[src/rtl/des_key_schedule.sv]
// des_key_schedule: sequential DES PC-1/PC-2 round-key generator with a valid/ready subkey port.
// Defining DES_KEY_PARITY_CHECK_EN rejects keys whose bytes do not all have odd parity.
module des_key_schedule (
  input  logic        clk,
  input  logic        rst_n,
  input  logic        start,
  input  logic        decrypt,
  input  logic [63:0] key,
  input  logic        subkey_ready,
  output logic [47:0] subkey,
  output logic        subkey_valid,
  output logic [3:0]  round,
  output logic        busy,
  output logic        done,
  output logic        parity_err
);
  typedef enum logic {IDLE, RUN} state_t;
  localparam int PC1 [56] = '{57,49,41,33,25,17,9,1,58,50,42,34,26,18,10,2,59,51,43,35,27,19,11,3,60,52,44,36,
                              63,55,47,39,31,23,15,7,62,54,46,38,30,22,14,6,61,53,45,37,29,21,13,5,28,20,12,4};
  localparam int PC2 [48] = '{14,17,11,24,1,5,3,28,15,6,21,10,23,19,12,4,26,8,16,7,27,20,13,2,
                              41,52,31,37,47,55,30,40,51,45,33,48,44,49,39,56,34,53,46,42,50,36,29,32};
  // bit i set where encryption round i+1 rotates by two instead of one
  localparam logic [15:0] SHIFT2 = 16'h7EFC;

  function automatic logic [55:0] pc1(input logic [63:0] k);
    logic [55:0] r;
    for (int i = 0; i < 56; i++) r[6'(55 - i)] = k[6'(64 - PC1[i])];
    return r;
  endfunction

  function automatic logic [47:0] pc2(input logic [55:0] cd);
    logic [47:0] r;
    for (int j = 0; j < 48; j++) r[6'(47 - j)] = cd[6'(56 - PC2[j])];
    return r;
  endfunction

  function automatic logic [27:0] rotl(input logic [27:0] x, input logic two);
    return two ? {x[25:0], x[27:26]} : {x[26:0], x[27]};
  endfunction

  function automatic logic [27:0] rotr(input logic [27:0] x, input logic two);
    return two ? {x[1:0], x[27:2]} : {x[0], x[27:1]};
  endfunction

  function automatic logic odd_bytes(input logic [63:0] k);
    logic ok;
    ok = 1'b1;
    for (int i = 0; i < 8; i++) ok &= ^k[6'(8 * i) +: 8];
    return ok;
  endfunction

  state_t      r_state, w_next;
  logic [27:0] r_c, r_d;
  logic [3:0]  r_round;
  logic        r_dir, r_done, r_perr;
  logic [55:0] w_pc1;
  logic        w_par_ok, w_start, w_accept, w_last, w_two;

  assign w_pc1 = pc1(key);
`ifdef DES_KEY_PARITY_CHECK_EN
  assign w_par_ok = odd_bytes(key);
`else
  logic w_unused_par;
  assign w_unused_par = ^{key[56], key[48], key[40], key[32], key[24], key[16], key[8], key[0]};
  assign w_par_ok = 1'b1;
`endif

  assign w_start  = (r_state == IDLE) && start;
  assign w_accept = (r_state == RUN) && subkey_ready;
  assign w_last   = w_accept && (r_round == 4'd15);
  // decryption walks the shift table backwards from round 16
  assign w_two    = r_dir ? SHIFT2[4'd15 - r_round] : SHIFT2[r_round + 4'd1];

  always_comb begin
    w_next = (w_start && w_par_ok) ? RUN : w_last ? IDLE : r_state;
  end

  always_ff @(posedge clk or negedge rst_n) begin
    if (!rst_n) begin
      r_state <= IDLE;
      r_c     <= '0;
      r_d     <= '0;
      r_round <= '0;
      r_dir   <= 1'b0;
      r_done  <= 1'b0;
      r_perr  <= 1'b0;
    end else begin
      r_state <= w_next;
      r_done  <= w_last;
      if (w_start) r_perr <= !w_par_ok;
      if (w_start && w_par_ok) begin
        r_c     <= decrypt ? w_pc1[55:28] : rotl(w_pc1[55:28], 1'b0);
        r_d     <= decrypt ? w_pc1[27:0] : rotl(w_pc1[27:0], 1'b0);
        r_round <= '0;
        r_dir   <= decrypt;
      end else if (w_accept && !w_last) begin
        r_round <= r_round + 4'd1;
        r_c     <= r_dir ? rotr(r_c, w_two) : rotl(r_c, w_two);
        r_d     <= r_dir ? rotr(r_d, w_two) : rotl(r_d, w_two);
      end
    end
  end

  assign subkey       = pc2({r_c, r_d});
  assign subkey_valid = (r_state == RUN);
  assign busy         = (r_state == RUN);
  assign round        = r_round;
  assign done         = r_done;
  assign parity_err   = r_perr;
endmodule

[config.mk]
export PLATFORM = sky130hd
export DESIGN_NAME = des_key_schedule
export DESIGN_NICKNAME = d
export VERILOG_FILES = /design/src/rtl/des_key_schedule.sv
export SDC_FILE = /design/constraint.sdc
export NUM_CORES = 1
export LEC_CHECK = 0
export ABC_AREA = 1
export BUFFER_PORTS_ARGS = -buffer_cell sky130_fd_sc_hd__buf_4
export CAP_MARGIN = 10
export CELL_PAD_IN_SITES_DETAIL_PLACEMENT = 2
export CELL_PAD_IN_SITES_GLOBAL_PLACEMENT = 2
export CORE_MARGIN = 3
export CORE_UTILIZATION = 30
export DETAILED_ROUTE_END_ITERATION = 7
export GPL_TIMING_DRIVEN = 0
export HOLD_SLACK_MARGIN = 0.03
export PLACE_DENSITY_LB_ADDON = 0.2
export SLEW_MARGIN = 20
export SYNTH_ARGS = -nofsm -noshare
export SYNTH_HDL_FRONTEND = slang
export SYNTH_SLANG_ARGS = --single-unit
[constraint.sdc]
create_clock -name clk -period 3.6 [get_ports clk]
set_clock_uncertainty 0.15 [all_clocks]
set_input_delay 0.36 -clock clk [delete_from_list [all_inputs] [get_ports clk]]
set_output_delay 0.36 -clock clk [all_outputs]
set_load 0.1 [all_outputs]
* Word level (Yosys, flattened, before mapping)
Memories as Yosys holds them, arrays and structs flattened. Cells that the tools add are included.
Operators by class: $add $sub $neg 2, multipliers 0, div/mod/pow operators 0, order comparisons 2, equal/unequal tests 1, shifts and indexed selects 0, multiplexer cells 19, bitwise gates (word level) 1, reduce and logical (&&, ||, !) cells 7
Operators with widths (number):
- 2-to-1 mux 28 bit | 11
- < comparator 4 x 5 -> 1 bit (second input constant) | 2
- 2-to-1 mux 4 bit | 2
- 2-to-1 mux 1 bit | 5
- 2-to-1 mux 5 bit | 1
- adder 4 x 1 -> 4 bit (second input constant) | 1
- == test 4 bit (second input constant) | 1
- logical AND 1 bit | 4
- nonzero test 2 bit | 2
- subtractor 4 bit (first input constant) | 1
- zero test 1 bit | 1
- NOT 1 bit | 1
Word-level totals: register bits after elaboration 63, bits in latches 0, RAM bits 0, memory bits (read-only) 32, output and inout port bits 56, logic and storage cells 40, memories 2
Memories:
- (name not given) | depth 16, width 1, read ports 1, clocked after Yosys merged registers in 0, write ports 0, RTL line 72 | assign w_two = r_dir ? SHIFT2[4'd15 - r_round] : SHIFT2[r_round + 4'd1];
- (name not given) | depth 16, width 1, read ports 1, clocked after Yosys merged registers in 0, write ports 0, RTL line 72

* Depth between registers and ports, before layout
depth after elaboration 8, mapped depth 15

* Worst setup path after synthesis
OpenSTA, ideal clock, no wires.
path kind register to register, start point register r_round[1] (netlist: round[1]), end point register r_d[0], library setup time 0.113 ns, arrival 2.294 ns, path slack 1.044 ns, cell stages (with the launch flop) 11, clock period less this slack 2.556 ns, path through dfrtp_1 ha_1 nand3_1 nand2_2 inv_2 nor2_8 inv_2 buf_2 or2_1 nand2_1 inv_1
On the way: longest elaborated chain between the ends 8, elaborated cells on any way between the ends 17, classes of those cells 2 x add/sub; 1 x eq/ne; 8 x mux; 4 x reduce/logical; 2 x memory
Ends and longest elaborated chain:
- start, declared | RTL line 54 | logic [3:0] r_round;
- start signal, assigned | RTL line 97 | r_round <= r_round + 4'd1;
- adder 4 x 1 -> 4 bit / subtractor 4 bit (equally long branches) | RTL line 72
- memory (16 x 1 bit)
- 2-to-1 mux 1 bit (not written as such) | RTL line 72
- 2-to-1 mux 1 bit | RTL line 72
- 2-to-1 mux 28 bit (on tied branches) | RTL line 38, 42
- 2-to-1 mux 28 bit | RTL line 99 | r_d <= r_dir ? rotr(r_d, w_two) : rotl(r_d, w_two);
- 2-to-1 mux 28 bit | RTL line 96 | end else if (w_accept && !w_last) begin
- 2-to-1 mux 28 bit | RTL line 91 | if (w_start && w_par_ok) begin
- end signal, assigned | RTL line 93 | r_d <= decrypt ? w_pc1[27:0] : rotl(w_pc1[27:0], 1'b0);
- end signal, assigned | RTL line 99
- end, declared | RTL line 53 | logic [27:0] r_c, r_d;
Parallel ways exist; a longest one is shown, timed or not. The select of a mux whose other input is x is not followed. A chain may end at the register's enable or synchronous reset.

* Final worst setup path
start point register r_round[1] (netlist: round[1]), end point register r_d[25]
The elaborated chain is that of the path after synthesis.

==> metrics.md <==
| Metric | Value |
|---|---|
| Result of the run | finished, final reports clean |
| Total grt overflow | 0 |
| Via count | 4983 |
| Die Height | 129.5 um |
| First-pass GRT wire length | 29460 um |
| Placed wire-length estimate | 13190 um |
| DR vias/cell | 5.132 |
| Most used DFF post-synth | dfrtp_1 |
| Number of global-route vias before repair | 5594 |
| Die X | 129.5 um |
| Worst Path Required | 3680 ps |
| Yosys cell types | 24 |
| ANT nets after route | 0 |
| IO Pins | 125 |
| Initial antenna violation count | 0 |
| Avg Cell Area, Syn | 6.559 um^2 |
| Core Box Area | 14700 um^2 |
| Resize count post-CTS | 0 |
| Total Wirelength | 18080 um |
| Crit path kind | flip-flop to flip-flop |
| CTS sink cnt | 63 |
| Max-Cap Viols | 0 |
| Tightest Hold Check Type | input port to flip-flop |
| Largest net degree at the start of global routing | 64 |
| Final Hold Fails | 0 |
| Hold EP | done$_DFF_PN0_ |
| CTS Hold Bufs | 1 |
| Synth warn | 0 |
| Clk slew on worst S/H paths | 50 ps |
| EDFF count, synth | 0 |
| Hold Path Origin | subkey_ready |
| Post-route clock period utilization | 0.6791 |
| Final min period | 2445 ps |
| H-tree levels | 3 |
| Crit. End Element | flip-flop |
| Cts bufs inserted | 9 |
| Initial drt markers | 268 |
| P&R area growth vs syn | 21.57% |
| Layout net count | 855 |
| Mapped Cells | 697 |
| Worst r2r path cells | 10 |
| Worst Path Arrival | 2530 ps |
| Max FO, Critical Path | 10 |
| FP Rows | 44 |
| Sequential share of the synthesized area | 0.3448 |
| Post-DR wirelength/cell | 18.62 um |
| Clock tree buffer depth | 2 |
| Worst-Margin Slew | 899.9 ps |
| # DRC | 0 |
| R2r setup slk | 1160 ps |
| CTS tree | built |
| Max Clock Freq | 0.4090 GHz |
| Clk root buf | clkbuf_16 |
| RePlAce Congestion | 0.9239 |
| Buffers on Ports | 53 |
| Inserted Diodes | 0 |
| Slew Limit Fails | 0 |
| CP Launch Type | flip-flop |
| # setup viols final | 0 |
| Mapped cell area | 4572 um^2 |
| Post-CTS Setup Inserts | 0 |
| RR Endpoint | r_d[25]$_DFFE_PN0P_ |
| Layout cell share with drive strength beyond 1 | 0.1881 |
| Setup TNS | 0 ps |
| Asr flop ratio synth | 1.000 |
| Rel. slew slack | 0.4001 |
| Clock Latency Late Sink | 340 ps |
| Die ar. | 16760 um^2 |
| Hold path depth | 3 |
| Initial core utilization | 0.3110 |
| Yosys reg bits | 63 |
| GRT Overall Usage | 0.2243 |
| RSZ-0062 raised after global routing | no |
| Total iterations of the first detailed-routing run | 4 |
| R2r startpoint | round[1]$_DFFE_PN0P_ |
-- worst max-delay path by stage --
stage	slack, ps	cells past startpoint	end	startpoint
floorplan	1040	10	r_d[0]$_DFFE_PN0P_	round[1]$_DFFE_PN0P_
CTS	1150	10	r_d[25]$_DFFE_PN0P_	round[1]$_DFFE_PN0P_
detailed placement	1170	10	r_c[1]$_DFFE_PN0P_	round[0]$_DFFE_PN0P_
finish	1160	10	r_d[25]$_DFFE_PN0P_	round[1]$_DFFE_PN0P_
global route	980	10	r_d[25]$_DFFE_PN0P_	round[0]$_DFFE_PN0P_
global placement	1250	10	r_c[1]$_DFFE_PN0P_	round[1]$_DFFE_PN0P_
-- cells in the mapped netlist, types with 2 or more instances --
cell,n,area share
a21oi_1,9,0.0099
a22oi_1,12,0.020
buf_1,5,0.0041
buf_2,8,0.0088
buf_4,57,0.094
buf_6,4,0.0099
clkbuf_1,14,0.011
dfrtp_1,63,0.34
ha_1,2,0.0055
inv_1,42,0.034
inv_2,5,0.0041
nand2_1,278,0.23
nand2_2,2,0.0027
nand3_1,160,0.18
nor2_1,6,0.0049
o21ai_0,2,0.0022
o22ai_1,3,0.0041
or2_1,14,0.019
or2_2,6,0.0082
-- layer usage --
layer / global-route usage / vias to the layer above / routed length [um]
met3: 0.03998 / 23 / 886
li1: - / 2345 / -
met5: 0 / - / 0
met2: 0.3915 / 126 / 8826
met1: 0.2848 / 2489 / 8103
met4: 0.06357 / 0 / 265
-- area by class of cell --
| type | count | area (um^2) |
|---|---|---|
| fill | 1814 | 9141 |
| multi-input combinational | 521 | 2317 |
| sequential | 63 | 1577 |
| buffer | 88 | 584.3 |
| timing repair buffer | 54 | 407.9 |
| clock buffer | 13 | 260.3 |
| tap | 184 | 230.2 |
| inverter | 47 | 176.4 |
| clock inverter | 1 | 5.005 |
-- cells in the final DEF (no fill, tap or decap), types with 3 or more instances in the layout --
master / instances
a21oi_1: 9
clkbuf_1: 16
clkbuf_16: 9
or2_2: 6
nand2_1: 278
conb_1: 23
buf_6: 4
nand3_1: 160
inv_2: 5
or2_1: 14
buf_1: 5
dfrtp_1: 63
buf_2: 8
nor2_1: 6
inv_1: 42
a22oi_1: 12
buf_4: 110
o22ai_1: 3
-- metrics by stage --
step           cell area, um^2  utilization  std cells  hold slack (ps)  setup WS [ps]
6_report                  5558       0.3781        971            155.2           1155
5_1_grt                   5558       0.3781        971            180.8          984.6
4_1_cts                   5558       0.3781        971            143.8           1149
3_5_place_dp              5283       0.3594        956            349.8           1167
3_3_place_gp              5283       0.3594        956            337.8           1255
2_1_floorplan             4654            -        719           -85.59           1044
-- cell families (layout without fill, tap and decap cells) --
kind of cell,Yosys count,in the layout,synth area share
adders and majority gates,2,2,0.005473
buffers and inverters,135,203,0.1664
other,1,23,0.0008202
and+or+nand+nor,469,469,0.4455
AOI/OAI and AO/OA,27,27,0.03695
DFF,63,63,0.3448
-- registers in the layout, summed over array words and instances (netlist names) --
signal  cells
busy        1
done        1
r_c        28
r_dir       1
r_d        28
round       4
-- critical path, stage by stage, from the launching register on --
cell	delay, ps
dfrtp_1	420
ha_1	230
nand3_1	130
nand2_2	170
inv_2	160
nor2_8	250
inv_2	130
clkbuf_1	280
or2_1	290
nand2_1	80
inv_1	50
Power is not shown: default switching activity piles up to over one toggle a cycle in this logic, so the estimate is an artifact.
